--- src/rtl/dino_sprite_layer_if.sv ---
// Bus between the Dino pixel pipeline and the player-sprite layer.
//   master : timing generator / ROM side; drives beam position, frame tick,
//            jump request and the sprite-ROM pixel, and receives the layer outputs.
//   slave  : dino_sprite_layer.
// Signals:
//   i_hpos, i_vpos  [PW-1:0]  beam coordinates (coarse units)
//   i_frame_tick              one-cycle pulse per frame, inside vblank
//   i_jump                    jump request pulse
//   i_sprite_color            ROM pixel for o_rom_addr (same cycle)
//   o_color_dino              sprite pixel on
//   o_rom_addr    [AW-1:0]    {frame, row, col}
//   o_airborne                jump in progress
//   o_dino_y      [PW-1:0]    current sprite top edge
interface dino_sprite_layer_if #(
    parameter int PW = 10,
    parameter int AW = 7
);
    logic [PW-1:0] i_hpos;
    logic [PW-1:0] i_vpos;
    logic          i_frame_tick;
    logic          i_jump;
    logic          i_sprite_color;
    logic          o_color_dino;
    logic [AW-1:0] o_rom_addr;
    logic          o_airborne;
    logic [PW-1:0] o_dino_y;

    modport master (
        output i_hpos, i_vpos, i_frame_tick, i_jump, i_sprite_color,
        input  o_color_dino, o_rom_addr, o_airborne, o_dino_y
    );

    modport slave (
        input  i_hpos, i_vpos, i_frame_tick, i_jump, i_sprite_color,
        output o_color_dino, o_rom_addr, o_airborne, o_dino_y
    );
endinterface

--- src/rtl/dino_sprite_layer.sv ---
// Animated, jumping player-sprite layer for the Dino pixel pipeline.
// Compares the beam against a movable sprite box, addresses the sprite ROM
// with {frame, row, col}, gates the ROM pixel onto o_color_dino, and runs the
// jump state machine and run-cycle animation on the per-frame tick.
// Ports:
//   clk  pixel clock
//   rst  asynchronous, active-high reset
//   bus  dino_sprite_layer_if.slave (beam position, tick, jump, ROM pixel in;
//        colour, ROM address, airborne flag, sprite top edge out)
// Beam to o_color_dino / o_rom_addr latency is one cycle.
module dino_sprite_layer #(
    parameter int CONV       = 0,
    parameter int SPR_W_LOG2 = 3,
    parameter int SPR_H_LOG2 = 3,
    parameter int FRAME_W    = 1,
    parameter int ANIM_DIV   = 8,
    parameter int X_POS      = 6,
    parameter int Y_GROUND   = 40,
    parameter int JUMP_H     = 32,
    parameter int JUMP_STEP  = 4
) (
    input  logic               clk,
    input  logic               rst,
    dino_sprite_layer_if.slave bus
);
    localparam int PW  = 10 - CONV;
    localparam int ADW = (ANIM_DIV > 1) ? $clog2(ANIM_DIV) : 1;

    localparam logic [PW-1:0]  X_POS_C    = PW'(X_POS);
    localparam logic [PW-1:0]  Y_GROUND_C = PW'(Y_GROUND);
    localparam logic [PW-1:0]  STEP_C     = PW'(JUMP_STEP);
    localparam logic [PW-1:0]  JUMP_H_C   = PW'(JUMP_H);
    localparam logic [PW:0]    STEP_W     = (PW+1)'(JUMP_STEP);
    localparam logic [PW:0]    JUMP_H_W   = (PW+1)'(JUMP_H);
    localparam logic [ADW-1:0] ANIM_LAST  = ADW'(ANIM_DIV - 1);

    typedef enum logic [1:0] {
        GROUND = 2'd0,
        RISE   = 2'd1,
        FALL   = 2'd2
    } state_t;

    state_t             state_q, state_d;
    logic [PW-1:0]      height_q, height_d;
    logic               pend_q, pend_d;
    logic [FRAME_W-1:0] frame_q, frame_d;
    logic [ADW-1:0]     anim_q, anim_d;
    logic [PW-1:0]      x_off_q, x_off_d;
    logic [PW-1:0]      y_off_q, y_off_d;

    logic [PW:0]        rise_sum;
    logic [PW-1:0]      dino_y;
    logic               in_sprite;
    logic               launch;

    assign dino_y = Y_GROUND_C - height_q;

    // Offsets left of / above the box wrap to large values, so checking the
    // upper bits for zero is the unsigned "< 2^LOG2" test.
    assign in_sprite = (x_off_q[PW-1:SPR_W_LOG2] == '0) &&
                       (y_off_q[PW-1:SPR_H_LOG2] == '0);

    assign bus.o_color_dino = in_sprite & bus.i_sprite_color;
    assign bus.o_rom_addr   = {frame_q, y_off_q[SPR_H_LOG2-1:0], x_off_q[SPR_W_LOG2-1:0]};
    assign bus.o_airborne   = (state_q != GROUND);
    assign bus.o_dino_y     = dino_y;

    always_comb begin
        state_d  = state_q;
        height_d = height_q;
        frame_d  = frame_q;
        anim_d   = anim_q;
        x_off_d  = bus.i_hpos - X_POS_C;
        y_off_d  = bus.i_vpos - dino_y;
        // Requests only latch while grounded; a request arriving with the tick
        // counts for that tick.
        pend_d   = pend_q | (bus.i_jump && (state_q == GROUND));
        launch   = pend_q | bus.i_jump;
        rise_sum = {1'b0, height_q} + STEP_W;

        if (bus.i_frame_tick) begin
            pend_d = 1'b0;
            unique case (state_q)
                GROUND: begin
                    if (launch) begin
                        state_d  = RISE;
                        height_d = STEP_C;
                        frame_d  = '0;
                        anim_d   = '0;
                    end else begin
                        height_d = '0;
                        if (anim_q == ANIM_LAST) begin
                            anim_d  = '0;
                            frame_d = frame_q + 1'b1;
                        end else begin
                            anim_d = anim_q + 1'b1;
                        end
                    end
                end
                RISE: begin
                    if (rise_sum >= JUMP_H_W) begin
                        state_d  = FALL;
                        height_d = JUMP_H_C;
                    end else begin
                        height_d = rise_sum[PW-1:0];
                    end
                end
                FALL: begin
                    if (height_q <= STEP_C) begin
                        state_d  = GROUND;
                        height_d = '0;
                    end else begin
                        height_d = height_q - STEP_C;
                    end
                end
                default: begin
                    state_d  = GROUND;
                    height_d = '0;
                end
            endcase
        end
    end

    always_ff @(posedge clk or posedge rst) begin
        if (rst) begin
            state_q  <= GROUND;
            height_q <= '0;
            pend_q   <= 1'b0;
            frame_q  <= '0;
            anim_q   <= '0;
            x_off_q  <= '1;
            y_off_q  <= '1;
        end else begin
            state_q  <= state_d;
            height_q <= height_d;
            pend_q   <= pend_d;
            frame_q  <= frame_d;
            anim_q   <= anim_d;
            x_off_q  <= x_off_d;
            y_off_q  <= y_off_d;
        end
    end
endmodule

--- src/flat_wrapper.sv ---
// flat-port wrapper written by rule: the top's interface ports become plain ports
module dino_sprite_layer_flat 
#(
    parameter int CONV       = 0,
    parameter int SPR_W_LOG2 = 3,
    parameter int SPR_H_LOG2 = 3,
    parameter int FRAME_W    = 1,
    parameter int ANIM_DIV   = 8,
    parameter int X_POS      = 6,
    parameter int Y_GROUND   = 40,
    parameter int JUMP_H     = 32,
    parameter int JUMP_STEP  = 4
)
  (clk, rst, bus_i_hpos, bus_i_vpos, bus_i_frame_tick, bus_i_jump, bus_i_sprite_color, bus_o_color_dino, bus_o_rom_addr, bus_o_airborne, bus_o_dino_y);
  dino_sprite_layer_if #(.PW(10), .AW(7)) bus_i ();
  input  logic clk;
  input  logic rst;
  input wire logic [$bits(bus_i.i_hpos)-1:0] bus_i_hpos;
  input wire logic [$bits(bus_i.i_vpos)-1:0] bus_i_vpos;
  input wire logic [$bits(bus_i.i_frame_tick)-1:0] bus_i_frame_tick;
  input wire logic [$bits(bus_i.i_jump)-1:0] bus_i_jump;
  input wire logic [$bits(bus_i.i_sprite_color)-1:0] bus_i_sprite_color;
  output wire logic [$bits(bus_i.o_color_dino)-1:0] bus_o_color_dino;
  output wire logic [$bits(bus_i.o_rom_addr)-1:0] bus_o_rom_addr;
  output wire logic [$bits(bus_i.o_airborne)-1:0] bus_o_airborne;
  output wire logic [$bits(bus_i.o_dino_y)-1:0] bus_o_dino_y;
  assign bus_i.i_hpos = bus_i_hpos;
  assign bus_i.i_vpos = bus_i_vpos;
  assign bus_i.i_frame_tick = bus_i_frame_tick;
  assign bus_i.i_jump = bus_i_jump;
  assign bus_i.i_sprite_color = bus_i_sprite_color;
  assign bus_o_color_dino = bus_i.o_color_dino;
  assign bus_o_rom_addr = bus_i.o_rom_addr;
  assign bus_o_airborne = bus_i.o_airborne;
  assign bus_o_dino_y = bus_i.o_dino_y;
  dino_sprite_layer #(.CONV(CONV), .SPR_W_LOG2(SPR_W_LOG2), .SPR_H_LOG2(SPR_H_LOG2), .FRAME_W(FRAME_W), .ANIM_DIV(ANIM_DIV), .X_POS(X_POS), .Y_GROUND(Y_GROUND), .JUMP_H(JUMP_H), .JUMP_STEP(JUMP_STEP)) u_core (.clk(clk), .rst(rst), .bus(bus_i));
endmodule
--- config.mk ---
export PLATFORM = sky130hd
export DESIGN_NAME = dino_sprite_layer_flat
export DESIGN_NICKNAME = d
export VERILOG_FILES = /design/src/rtl/dino_sprite_layer_if.sv /design/src/rtl/dino_sprite_layer.sv /design/src/flat_wrapper.sv
export SDC_FILE = /design/constraint.sdc
export NUM_CORES = 1
export LEC_CHECK = 0
export CORE_ASPECT_RATIO = 1.25
export CORE_MARGIN = 4
export CORE_UTILIZATION = 55
export CTS_BUF_LIST = sky130_fd_sc_hd__clkbuf_16
export CTS_CLUSTER_DIAMETER = 40
export DETAILED_ROUTE_END_ITERATION = 16
export DONT_BUFFER_PORTS = 1
export PLACE_DENSITY = 0.7
export SYNTH_ARGS = -nofsm -noshare
export SYNTH_HDL_FRONTEND = slang
export SYNTH_SLANG_ARGS = --single-unit
--- constraint.sdc ---
create_clock -name clk -period 5.56 [get_ports clk]
set_input_delay 1.112 -clock clk [delete_from_list [all_inputs] [get_ports clk]]
set_output_delay 1.112 -clock clk [all_outputs]
set_load 0.005 [all_outputs]
# == Yosys cells after proc, flatten, opt, wreduce, memory -nomap -nowiden ==
# Cells that the tools add are included.
# classes
reduce_logical,10
n_eq_ne,6
magnitude_cmp,2
n_mux,13
bitwise,3
addsub,7
# op_table
op,n
$pmux W10 S3,1
$mux W10,2
$sub A10 B3 Y10 const B,2
$logic_not A7 Y1,2
$add A10 B3 Y11 const B,1
$ge A11 B6 Y1 const B,1
$le A10 B3 Y1 const B,1
$sub A10 B10 Y10,1
$sub A6 B10 Y10 const A,1
$mux W3,3
$mux W2,3
$ne A2 B1 Y1 const B,3
$pmux W2 S3,1
$reduce_and A4 Y1,1
$reduce_bool A2 Y1,2
$add A3 B1 Y3 const B,1
$eq A3 B3 Y1 const B,1
$mux W1,3
$reduce_and A3 Y1,1
$eq A2 B1 Y1 const B,1
$eq A2 B2 Y1 const B,1
$logic_and A1 B1 Y1,2
$logic_not A2 Y1,1
$or A1 B1 Y1,2
3 further kinds,3
# word_totals
wordCells,48
reg_bits,37
in_bits,25

# == Longest topological paths before layout ==
# logic_depth
ltp_word,4
depth_mapped,11
depth_no_buf,11

# == Worst setup path before layout ==
# OpenSTA, ideal clock, no wires.
# synth_timing
path_kind,input-to-output
from,input port bus_i_sprite_color
to,output port bus_o_color_dino
slack_ns,2.946
arrival_ns,1.502
stages,2
t_required_ns,4.448
path_buffers,0
path_cell_list,nor4b_1 and4_1
# synth_between
elab_chain_len,1
# synth_rtl
element,line_no,source
from (decl),flat_wrapper.sv:22,input wire logic [$bits(bus_i.i_sprite_color)-1:0] bus_i_sprite_color;
$and A1 B1 Y1,dino_sprite_layer.sv:63,assign bus.o_color_dino = in_sprite & bus.i_sprite_color;
to (decl),flat_wrapper.sv:23,output wire logic [$bits(bus_i.o_color_dino)-1:0] bus_o_color_dino;
# No other way between the ends.

# == Worst setup path in the final report ==
# layout_timing
from,register u_core.height_q[2]
to,output port bus_o_dino_y[6]
# layout_between
elab_chain_len,1
# layout_rtl
element,line_no,source
from (decl),dino_sprite_layer.sv:44,"logic [PW-1:0] height_q, height_d;"
from (signal assigned),dino_sprite_layer.sv:135,height_q <= height_d;
$sub A6 B10 Y10,dino_sprite_layer.sv:56,assign dino_y = Y_GROUND_C - height_q;
to (decl),flat_wrapper.sv:26,output wire logic [$bits(bus_i.o_dino_y)-1:0] bus_o_dino_y;
# No other way between the ends.

==> impl_metrics.tcl <==
set metrics [dict create \
    yosysUniqueCellTypes 43 \
    synth_commonest_cells "nor2_1 (22), dfstp_2 (20), inv_1 (17)" \
    reg2regPathDepth 10 \
    finalSetupViolCount 0 \
    synthSimpleGateAreaFrac_pct 15.4 \
    synth_top_area_share_pct 24.9 \
    synth.most_common_cell "nor2_1" \
    cts_root_buf "clkbuf_16" \
    grt_overflow 0 \
    tightestPinTransition_ns 0.499 \
    cts_buffers 5 \
    hp-class "reg2reg" \
    post_cts_resized 0 \
    fin_crit_sh_pct 50.2 \
    p_leak_uw 0.000954 \
    synth.avg_cell_area_sq_um 9.61 \
    area_growth_pct 4.50 \
    drt_iter0_drc 58 \
    num_rows 24 \
    reg2reg_from "u_core.height_q[2]" \
    hp-start "u_core.anim_q[2]" \
    vias 1476 \
    synth_flop_cell "dfstp_2" \
    synth_area_leaders "dfstp_2 (25%), dfrtp_1 (18%), ha_1 (8.9%)" \
    muxShareOfSynthArea_pct 0.533 \
    synth-xor-area-share_pct 8.70 \
    wl_per_cell_microns 15.5 \
    htreeDepth 2 \
    maxCapViolations 0 \
    synth_edf_count 0 \
    gp_congestion 0.832 \
    ir_drop_v 0.000319 \
    io_buffer_count 0 \
    clock_sinks 35 \
    crit_type "reg2out" \
    cts.clk_slew.worst_paths_ns 0.05 \
    critPathCaptureType "output port" \
    antenna_found_initial 0 \
    yosys_warnings 0 \
    synthAdderAreaFrac_pct 8.88 \
    yosysTopAreaCell "dfstp_2" \
    start_kind "register" \
    rsz0062_at_grt "no" \
    powerDensity_nw_per_um2 548 \
    netlist_area_sq_um 2110 \
    max_slew_margin_pct 66.6 \
    antenna_left 0 \
    max_stage_delay_ns 0.52 \
    nets 254 \
    wirelength_mm 3.94 \
    synth_compound_area_share_pct 15.3 \
    start_util_pct 58.6 \
    fin_skew_ns 0.00241 \
    place_inst 246 \
    synth_top_family_by_area "simple AND/OR/NAND/NOR gates" \
    synthCells 220 \
    clock_latency_ns 0.27 \
    ios 44 \
    grt_pass1_vias 1580 \
    grt_max_degree 36 \
    critPathArrivalTime_ns 1.68 \
    clockBufferDepth 2 \
    holdBufCountCts 0 \
    dr.pass1.iters 4 \
    track_usage_pct 17.4 \
    ys_ff_latch 35 \
    hold_end "u_core.anim_q[2]" \
    maxSlewViolCount 0 \
    grt_first_pass_wirelength_mm 6.80 \
    n_antenna_cell 0 \
    crit_path_start "u_core.height_q[2]" \
    status "completed" \
    fp.dieH_microns 77.3 \
    hold_viol_final 0 \
    drc 0 \
    drive_gt1_share_pct 16.3 \
    finalCriticalPeriod_ns 2.79 \
    die_width_microns 63.4 \
    r2r_slack_ns 2.94 \
    setup_tns_ns 0 \
    holdPathStages 2 \
    core_sq_um 3600 \
    required_ns 4.45 \
    stdcell_count 254 \
    crit_slowest_cell "dfrtp_1" \
    r2r-end "u_core.y_off_q[9]" \
    path_max_fanout 9 \
    dieArea_sq_um 4900 \
    cts_tree "done" \
    hpwl_mm 3.09 \
    synth-seq-area-share_pct 42.6 \
    path_cells "inv_1 > ha_1 > nor2_1 > o21ai_0 > xnor2_1" \
    routed_via_density 5.81 \
    fmax_ghz 0.358 \
    post_cts_buffers 0 \
    async_flop_share_pct 100 \
]
[cell usage in the layout (no fill, tap or decap), types with 2 or more instances in the layout]
master and n:
ha_1 15, clkbuf_16 5, o2bb2ai_1 2, nand3_1 2, conb_1 3, o211ai_1 2
o221ai_1 2, dfrtp_1 15, a31oi_1 3, nand2_1 15, o21ai_0 14, nor3_1 9
o31ai_1 2, xor2_1 5, a311oi_1 2, nor2b_1 5, nor4_1 2, o21a_1 2
nor2_1 22, and3_1 2, o41ai_1 2, a21oi_1 10, or2_2 2, xnor2_1 16
dfstp_2 20, inv_1 17
[how the worst max path moves through the flow]
stage                             to  slack [ns]  cells after the start
finish               bus_o_dino_y[6]        2.77                      5
global route         bus_o_dino_y[6]        2.59                      5
CTS                  bus_o_dino_y[6]        2.74                      5
detailed placement  bus_o_color_dino        2.88                      2
global placement    bus_o_color_dino        2.91                      2
floorplan           bus_o_color_dino        2.95                      2
[power breakdown]
| part | switching [uW] | internal, uW | total, uW | leakage (uW) |
|---|---|---|---|---|
| registers | 64.4 | 356 | 420 | 0.000410 |
| clock network | 99.8 | 165 | 265 | 0.0000701 |
| logic | 300 | 227 | 527 | 0.000474 |
| total | 464 | 747 | 1210 | 0.000954 |
[per-layer routing]
layer | GRT usage (%) | up-vias | part of all wire, %
met5 | 0 | - | 0
met4 | 4.97 | 0 | 0.58
met3 | 6.73 | 2 | 4.7
met2 | 31.5 | 39 | 54
met1 | 18.7 | 707 | 41
li1 | - | 728 | -
[cell type report]
class | count | area [sq um]
clock buffers | 5 | 125
multi-input cells | 154 | 1040
clock inverters | 3 | 18.8
inverters | 17 | 63.8
fillers | 292 | 1400
flip-flops and latches | 35 | 901
repair buffers | 1 | 7.51
well taps | 39 | 48.8
[registers in the layout, summed over array words and instances (netlist names)]
signal / flops
u_core.x_off_q: 10
u_core.y_off_q: 10
u_core.height_q: 8
u_core.anim_q: 3
u_core.state_q: 2
u_core.frame_q: 1
u_core.pend_q: 1
[cell families after synthesis]
family / after synthesis
AOI/OAI and AO/OA: 47
xor gates and xnor gates: 21
adders and majority gates: 15
buffers and inverters: 33
DFF: 35
muxes: 1
other: 1
and+or+nand+nor: 67
[per-stage QoR]
step / util, % / hold slack [ns] / cell area, sq um / total power, uW / worst slack (ns)
finish: 61.3 / 0.503 / 2210 / 1210 / 2.77
global route: 61.3 / 0.535 / 2210 / 1300 / 2.59
CTS: 61.3 / 0.506 / 2210 / 1220 / 2.74
detailed placement: 57.3 / 0.492 / 2060 / 947 / 2.88
global placement: 57.3 / 0.472 / 2060 / 918 / 2.91
floorplan: - / 0.456 / 2120 / 860 / 2.95
[critical path, delay by kind of cell (launching register included)]
family                     cells  cell delay (ns)
adders and majority gates      1             0.23
buffers and inverters          1             0.19
and+or+nand+nor                1             0.08
AOI/OAI and AO/OA              1             0.10
DFF                            1             0.52
xor gates and xnor gates       1             0.28
No activity file was read; power rests on OpenSTA's default activity.
